`src/rtl/conv_mac_pipe_pkg.sv`:
```
// Shared widths and arithmetic helpers for the NPU conv datapath:
// accumulator sizing, window packing and the round/shift/ReLU/saturate requantiser.
package conv_mac_pipe_pkg;

  localparam int K_H_DEF     = 3;
  localparam int K_W_DEF     = 3;
  localparam int IN_W_DEF    = 9;
  localparam int WT_W_DEF    = 8;
  localparam int BIAS_W_DEF  = 16;
  localparam int ACC_W_DEF   = 32;
  localparam int C_MAX_DEF   = 64;
  localparam int OUT_W_DEF   = 8;
  localparam int SHIFT_W_DEF = 5;

  // Smallest accumulator that cannot overflow over a full C_MAX-channel pixel.
  function automatic int acc_w_min(input int in_w, input int wt_w, input int n, input int c_max);
    return in_w + wt_w + $clog2(n * c_max) + 1;
  endfunction

  // LSB of element (r,c) in a row-major packed window.
  function automatic int win_lsb(input int r, input int c, input int k_w, input int w);
    return (r * k_w + c) * w;
  endfunction

  function automatic logic signed [63:0] round_shift(input logic signed [63:0] v,
                                                     input logic [7:0] s);
    if (s == 8'd0) return v;
    return (v + (64'sd1 <<< (s - 8'd1))) >>> s;
  endfunction

  function automatic logic signed [63:0] saturate(input logic signed [63:0] v, input logic relu,
                                                  input int out_w);
    logic signed [63:0] hi;
    logic signed [63:0] lo;
    hi = relu ? (64'sd1 <<< out_w) - 64'sd1 : (64'sd1 <<< (out_w - 1)) - 64'sd1;
    lo = relu ? 64'sd0 : -(64'sd1 <<< (out_w - 1));
    if (v > hi) return hi;
    if (v < lo) return lo;
    return v;
  endfunction

  function automatic logic signed [63:0] requant(input logic signed [63:0] acc,
                                                 input logic [7:0] s, input logic relu,
                                                 input int out_w);
    return saturate(round_shift(acc, s), relu, out_w);
  endfunction

endpackage

```
`src/rtl/conv_mac_pipe_if.sv`:
```
// Beat-in / pixel-out valid-ready bundle of the conv MAC pipe.
interface conv_mac_pipe_if
  import conv_mac_pipe_pkg::*;
#(
  parameter int K_H     = K_H_DEF,
  parameter int K_W     = K_W_DEF,
  parameter int IN_W    = IN_W_DEF,
  parameter int WT_W    = WT_W_DEF,
  parameter int BIAS_W  = BIAS_W_DEF,
  parameter int SHIFT_W = SHIFT_W_DEF,
  parameter int OUT_W   = OUT_W_DEF
);
  logic                          in_valid;
  logic                          in_ready;
  logic [K_H*K_W*IN_W-1:0]       in_win;
  logic [K_H*K_W*WT_W-1:0]       in_wt;
  logic                          in_first;
  logic                          in_last;
  logic signed [BIAS_W-1:0]      cfg_bias;
  logic [SHIFT_W-1:0]            cfg_shift;
  logic                          cfg_relu;
  logic                          out_valid;
  logic                          out_ready;
  logic [OUT_W-1:0]              out_data;

  modport master (
    output in_valid, in_win, in_wt, in_first, in_last, cfg_bias, cfg_shift, cfg_relu, out_ready,
    input  in_ready, out_valid, out_data
  );

  modport slave (
    input  in_valid, in_win, in_wt, in_first, in_last, cfg_bias, cfg_shift, cfg_relu, out_ready,
    output in_ready, out_valid, out_data
  );
endinterface

```
`src/rtl/conv_mac_pipe_requant.sv`:
```
// Combinational requantiser: ACC_W accumulator to OUT_W pixel via the shared package function.
module conv_mac_pipe_requant
  import conv_mac_pipe_pkg::*;
#(
  parameter int ACC_W   = ACC_W_DEF,
  parameter int SHIFT_W = SHIFT_W_DEF,
  parameter int OUT_W   = OUT_W_DEF
) (
  input  logic signed [ACC_W-1:0] acc,
  input  logic [SHIFT_W-1:0]      shift,
  input  logic                    relu,
  output logic [OUT_W-1:0]        out
);
  always_comb begin
    out = OUT_W'(requant(64'(acc), 8'(shift), relu, OUT_W));
  end
endmodule

```
`src/rtl/conv_mac_pipe.sv`:
```
// Pipelined KxK convolution MAC: products, channel accumulation with bias, requantised pixel out.
// A single global enable stalls every stage when the output is held.
module conv_mac_pipe
  import conv_mac_pipe_pkg::*;
#(
  parameter int K_H     = K_H_DEF,
  parameter int K_W     = K_W_DEF,
  parameter int IN_W    = IN_W_DEF,
  parameter int WT_W    = WT_W_DEF,
  parameter int BIAS_W  = BIAS_W_DEF,
  parameter int ACC_W   = ACC_W_DEF,
  parameter int C_MAX   = C_MAX_DEF,
  parameter int OUT_W   = OUT_W_DEF,
  parameter int SHIFT_W = SHIFT_W_DEF
) (
  input logic            clk,
  input logic            rst,
  conv_mac_pipe_if.slave bus
);
  localparam int N       = K_H * K_W;
  localparam int PROD_W  = IN_W + WT_W;
  localparam int ACC_MIN = acc_w_min(IN_W, WT_W, N, C_MAX);

  generate
    if (ACC_W < ACC_MIN) begin : g_acc_w_check
      $error("conv_mac_pipe: ACC_W too narrow for C_MAX channels");
    end
  endgenerate

  logic en;
  assign en           = !bus.out_valid || bus.out_ready;
  assign bus.in_ready = en;

  logic signed [PROD_W-1:0]  prod_c [N];
  logic signed [PROD_W-1:0]  prod_p0 [N];
  logic                      vld_p0, first_p0, last_p0;
  logic signed [BIAS_W-1:0]  bias_p0;
  logic [SHIFT_W-1:0]        shift_p0;
  logic                      relu_p0;

  logic signed [ACC_W-1:0]   sum_c;
  logic signed [ACC_W-1:0]   acc_p1;
  logic                      vld_p1;
  logic [SHIFT_W-1:0]        shift_p1;
  logic                      relu_p1;

  logic [OUT_W-1:0]          rq_c;
  logic                      vld_p2;
  logic [OUT_W-1:0]          data_p2;

  always_comb begin
    logic signed [IN_W-1:0] w;
    logic signed [WT_W-1:0] k;
    for (int e = 0; e < N; e++) begin
      w         = bus.in_win[win_lsb(e / K_W, e % K_W, K_W, IN_W) +: IN_W];
      k         = bus.in_wt[win_lsb(e / K_W, e % K_W, K_W, WT_W) +: WT_W];
      prod_c[e] = PROD_W'(w) * PROD_W'(k);
    end
  end

  // Stage p0: registered products plus per-beat framing and cfg
  always_ff @(posedge clk) begin
    if (rst) begin
      vld_p0   <= 1'b0;
      first_p0 <= 1'b0;
      last_p0  <= 1'b0;
    end else if (en) begin
      vld_p0   <= bus.in_valid;
      first_p0 <= bus.in_first;
      last_p0  <= bus.in_last;
    end
  end

  always_ff @(posedge clk) begin
    if (en) begin
      prod_p0  <= prod_c;
      bias_p0  <= bus.cfg_bias;
      shift_p0 <= bus.cfg_shift;
      relu_p0  <= bus.cfg_relu;
    end
  end

  always_comb begin
    sum_c = '0;
    for (int e = 0; e < N; e++) sum_c = sum_c + ACC_W'(prod_p0[e]);
  end

  // Stage p1: channel accumulation; a first beat restarts from bias and latches the pixel cfg
  always_ff @(posedge clk) begin
    if (rst) begin
      vld_p1   <= 1'b0;
      acc_p1   <= '0;
      shift_p1 <= '0;
      relu_p1  <= 1'b0;
    end else if (en) begin
      vld_p1 <= vld_p0 && last_p0;
      if (vld_p0) begin
        acc_p1 <= (first_p0 ? ACC_W'(bias_p0) : acc_p1) + sum_c;
        if (first_p0) begin
          shift_p1 <= shift_p0;
          relu_p1  <= relu_p0;
        end
      end
    end
  end

  conv_mac_pipe_requant #(
    .ACC_W  (ACC_W),
    .SHIFT_W(SHIFT_W),
    .OUT_W  (OUT_W)
  ) u_requant (
    .acc  (acc_p1),
    .shift(shift_p1),
    .relu (relu_p1),
    .out  (rq_c)
  );

  // Stage p2: output register, held while downstream stalls
  always_ff @(posedge clk) begin
    if (rst) begin
      vld_p2  <= 1'b0;
      data_p2 <= '0;
    end else if (en) begin
      vld_p2 <= vld_p1;
      if (vld_p1) data_p2 <= rq_c;
    end
  end

  assign bus.out_valid = vld_p2;
  assign bus.out_data  = data_p2;

endmodule

```
`src/flat_wrapper.sv`:
```
// flat-port wrapper written by rule: the top's interface ports become plain ports
module conv_mac_pipe_flat import conv_mac_pipe_pkg::*;
#(
  parameter int K_H     = K_H_DEF,
  parameter int K_W     = K_W_DEF,
  parameter int IN_W    = IN_W_DEF,
  parameter int WT_W    = WT_W_DEF,
  parameter int BIAS_W  = BIAS_W_DEF,
  parameter int ACC_W   = ACC_W_DEF,
  parameter int C_MAX   = C_MAX_DEF,
  parameter int OUT_W   = OUT_W_DEF,
  parameter int SHIFT_W = SHIFT_W_DEF
)
  (clk, rst, bus_in_valid, bus_in_win, bus_in_wt, bus_in_first, bus_in_last, bus_cfg_bias, bus_cfg_shift, bus_cfg_relu, bus_out_ready, bus_in_ready, bus_out_valid, bus_out_data);
  conv_mac_pipe_if #(.K_H(K_H), .K_W(K_W), .IN_W(IN_W), .WT_W(WT_W), .BIAS_W(BIAS_W), .SHIFT_W(SHIFT_W), .OUT_W(OUT_W)) bus_i ();
  input logic clk;
  input logic rst;
  input wire logic [$bits(bus_i.in_valid)-1:0] bus_in_valid;
  input wire logic [$bits(bus_i.in_win)-1:0] bus_in_win;
  input wire logic [$bits(bus_i.in_wt)-1:0] bus_in_wt;
  input wire logic [$bits(bus_i.in_first)-1:0] bus_in_first;
  input wire logic [$bits(bus_i.in_last)-1:0] bus_in_last;
  input wire logic [$bits(bus_i.cfg_bias)-1:0] bus_cfg_bias;
  input wire logic [$bits(bus_i.cfg_shift)-1:0] bus_cfg_shift;
  input wire logic [$bits(bus_i.cfg_relu)-1:0] bus_cfg_relu;
  input wire logic [$bits(bus_i.out_ready)-1:0] bus_out_ready;
  output wire logic [$bits(bus_i.in_ready)-1:0] bus_in_ready;
  output wire logic [$bits(bus_i.out_valid)-1:0] bus_out_valid;
  output wire logic [$bits(bus_i.out_data)-1:0] bus_out_data;
  assign bus_i.in_valid = bus_in_valid;
  assign bus_i.in_win = bus_in_win;
  assign bus_i.in_wt = bus_in_wt;
  assign bus_i.in_first = bus_in_first;
  assign bus_i.in_last = bus_in_last;
  assign bus_i.cfg_bias = bus_cfg_bias;
  assign bus_i.cfg_shift = bus_cfg_shift;
  assign bus_i.cfg_relu = bus_cfg_relu;
  assign bus_i.out_ready = bus_out_ready;
  assign bus_in_ready = bus_i.in_ready;
  assign bus_out_valid = bus_i.out_valid;
  assign bus_out_data = bus_i.out_data;
  conv_mac_pipe #(.K_H(K_H), .K_W(K_W), .IN_W(IN_W), .WT_W(WT_W), .BIAS_W(BIAS_W), .ACC_W(ACC_W), .C_MAX(C_MAX), .OUT_W(OUT_W), .SHIFT_W(SHIFT_W)) u_core (.clk(clk), .rst(rst), .bus(bus_i));
endmodule
```
`config.mk`:
```
export PLATFORM = sky130hd
export DESIGN_NAME = conv_mac_pipe_flat
export DESIGN_NICKNAME = d
export VERILOG_FILES = /design/src/rtl/conv_mac_pipe_pkg.sv /design/src/rtl/conv_mac_pipe_if.sv /design/src/rtl/conv_mac_pipe_requant.sv /design/src/rtl/conv_mac_pipe.sv /design/src/flat_wrapper.sv
export SDC_FILE = /design/constraint.sdc
export NUM_CORES = 2
export LEC_CHECK = 0
export ABC_AREA = 1
export CAP_MARGIN = 20
export CORE_MARGIN = 1.5
export CORE_UTILIZATION = 45
export DETAILED_ROUTE_END_ITERATION = 8
export HOLD_SLACK_MARGIN = 0.12
export PLACE_DENSITY = 0.68
export SLEW_MARGIN = 40
export SYNTH_ARGS = -nofsm -noshare
export SYNTH_HDL_FRONTEND = slang
export SYNTH_SLANG_ARGS = --single-unit
```
`constraint.sdc`:
```
create_clock -name clk -period 18.3 [get_ports clk]
set_clock_uncertainty 0.1 [all_clocks]
set_input_delay 3.66 -clock clk [delete_from_list [all_inputs] [get_ports clk]]
set_output_delay 3.66 -clock clk [all_outputs]
set_load 0.01 [all_outputs]
```
==> metrics.cfg <==
[floorplanning]
rows = 122
chipHeight_um = 337.9
die_x_um = 337.9
start_util_pct = 45.49
dieArea_mm2 = 0.1142
placeableCoreArea_mm2 = 0.1110
io_pins = 191

[timing]
fin_setup_tns_ps = 0
slew_headroom_pct = 45.96
period_needed_ps = 9153
tightest_slew_ps = 807.7
slew_viol_final = 0
hold_viol = 0
maxClockFrequency_mhz = 109.3
period_share_pct = 50.02
setup_violations = 0
rsz0062_at_grt = no

[place]
port_buffers = 190
gp_congestion = 0.9894
hpwl_um = 116600

[job]
maxCapViolations = 0

[synth]
ys_types = 51
yosys.area.top_type_share_pct = 28.71
yosysWarnings = 0
syn_area_per_cell_um2 = 7.326
netlist_area_mm2 = 0.05048
synth_top_area_cell = fa_1
synth-main-ff-cell = edfxtp_1
synthArstFlopShare_pct = 0
synthTopCellsByArea = fa_1 29%, inv_1 13%, nand2_1 13%, ha_1 11%, edfxtp_1 10%
synth-seq-cells = 226
yosysSeqAreaShare_pct = 12.43
synth_edf_count = 175
synth.most_common_cell = inv_1
syn_inst = 6891
yosys-top-cells-count = 1755 x inv_1, 1685 x nand2_1, 724 x fa_1

[setup_path]
cp.required_ps = 14540
start_kind = primary input
crit_fanout = 48
critical_path_class = primary input to output pin
worstPathArrival_ps = 5390
end_kind = output pin

[route]
viasPerCell = 5.000
drtIter0Drc = 3172
drt_drc_violations_left = 0
wl_um = 135500
drtPass1Iterations = 6
wire_per_inst_um = 16.06
num_vias = 42180
ant_nets = 0

[cells_and_area]
drive_gt1_share_pct = 4.119
areaGrowthSynthToFinish_pct = 7.926
fill_cells = 10940
final_nets = 8279

[clock_network]
cts_resized = 0
clk_pin_slew_ps = 60
cts_tree = yes
root_buffer = clkbuf_16
clock-sinks = 226
cts_hold_buf = 0
cts-buffers-inserted = 26
cts_setup_buffers = 0
clk_latency_ps = 570
clk_path_buf_depth = 3
h-tree-depth = 1

[grt]
grt_pass1_vias = 41950
grt_pass1_wl_um = 219300
use_met2_pct = 41.50
antenna_found_initial = 9
grt_remaining_overflow = 0
busiest_layer = met2
grt_util_met3_pct = 2.248
use_met1_pct = 32.74
gr-usage-all-layers_pct = 24.33
grt_max_degree = 79

[run_status]
outcome = finished clean

[worst_hold_path]
hp-class = flip-flop to flip-flop

[path summary, 6_finish.rpt]
path | start | endpoint | slack [ps] | depth (start not counted)
setup / recovery | bus_out_ready | bus_in_ready | 9150 | 4
hold / removal | u_core.last_p0 | u_core.vld_p1 | 360 | 2
setup reg to reg | u_core.shift_p1[1] | u_core.bus.out_data[7] | 9930 | 44
hold reg to reg | u_core.last_p0 | u_core.vld_p1 | 360 | 2
[layer usage]
metal	routed length, um	vias up
met4	4507	6
met2	64120	1168
met1	59360	20140
li1	-	20670
met5	37	-
met3	7486	199
[metrics by stage]
step / area, um2 / setup slack [ps] / hold WS (ps) / util [%] / instances
2_1_floorplan: 50590 / 7295 / 341.3 / - / 6921
3_3_place_gp: 53560 / 8879 / 355.9 / 48.26 / 8384
3_5_place_dp: 53570 / 8843 / 354.5 / 48.27 / 8384
4_1_cts: 54460 / 8836 / 363.0 / 49.07 / 8431
5_1_grt: 54480 / 9080 / 378.8 / 49.09 / 8434
6_report: 54480 / 9147 / 360.1 / 49.10 / 8437
[critical path: stages]
cell	delay (ps)
clkdlybuf4s50_1	420
nor2_2	440
inv_8	250
clkdlybuf4s50_1	590
[cell families (layout without fill, tap and decap cells)]
group / after synthesis / count (layout) / share of synthesized area (%)
compound gates: 485 / 485 / 5.088
flops: 226 / 226 / 12.43
fa+ha+maj: 1174 / 1174 / 39.86
buf+inv: 2027 / 2049 / 15.23
other cells: 1 / 37 / 0.007428
xor+xnor: 226 / 226 / 3.921
mux: 4 / 4 / 0.07932
simple gates: 2748 / 2748 / 23.37
[state kept, by name, summed over array words and instances, names as in the netlist]
name	cells
u_core.acc_p1	32
u_core.bias_p0	16
u_core.bus.out_data	8
u_core.bus.out_valid	1
u_core.first_p0	1
u_core.last_p0	1
u_core.prod_p0	153
u_core.relu_p0	1
u_core.relu_p1	1
u_core.shift_p0	5
u_core.shift_p1	5
u_core.vld_p0	1
u_core.vld_p1	1
[layout make-up]
cell class	instances	area [um2]	share of cell area (%)
clock inverter	18	230.2	0.4226
sequential	226	6281	11.53
multi-input combinational	4668	36640	67.26
clock buffer	29	661.9	1.215
antenna	6	15.01	0.02756
tap	1488	1862	3.417
timing repair buffer	210	2056	3.773
inverter	1792	6734	12.36
[cells in the final DEF (no fill, tap or decap), drive strengths merged, types with 3 or more instances in the layout]
cell / n
inv: 1785
nand2: 1727
fa: 724
nand3: 589
ha: 450
nor2: 295
a21oi: 288
clkdlybuf4s50: 190
edfxtp: 175
o21ai: 149
xor2: 129
xnor2: 97
or2: 70
dfxtp: 51
conb: 31
nand4: 31
clkbuf: 29
buf: 20
nor3: 20
clkinv: 20
o21bai: 15
and2: 7
a31oi: 7
a211oi: 7
diode: 6
o221ai: 5
nand3b: 5
o211ai: 5
mux2i: 4
bufinv: 4
a21o: 3
nor4: 3
Power is left out: the tool's default activity adds up to more than one toggle a clock period on the data nets, which glitch-free logic cannot reach.
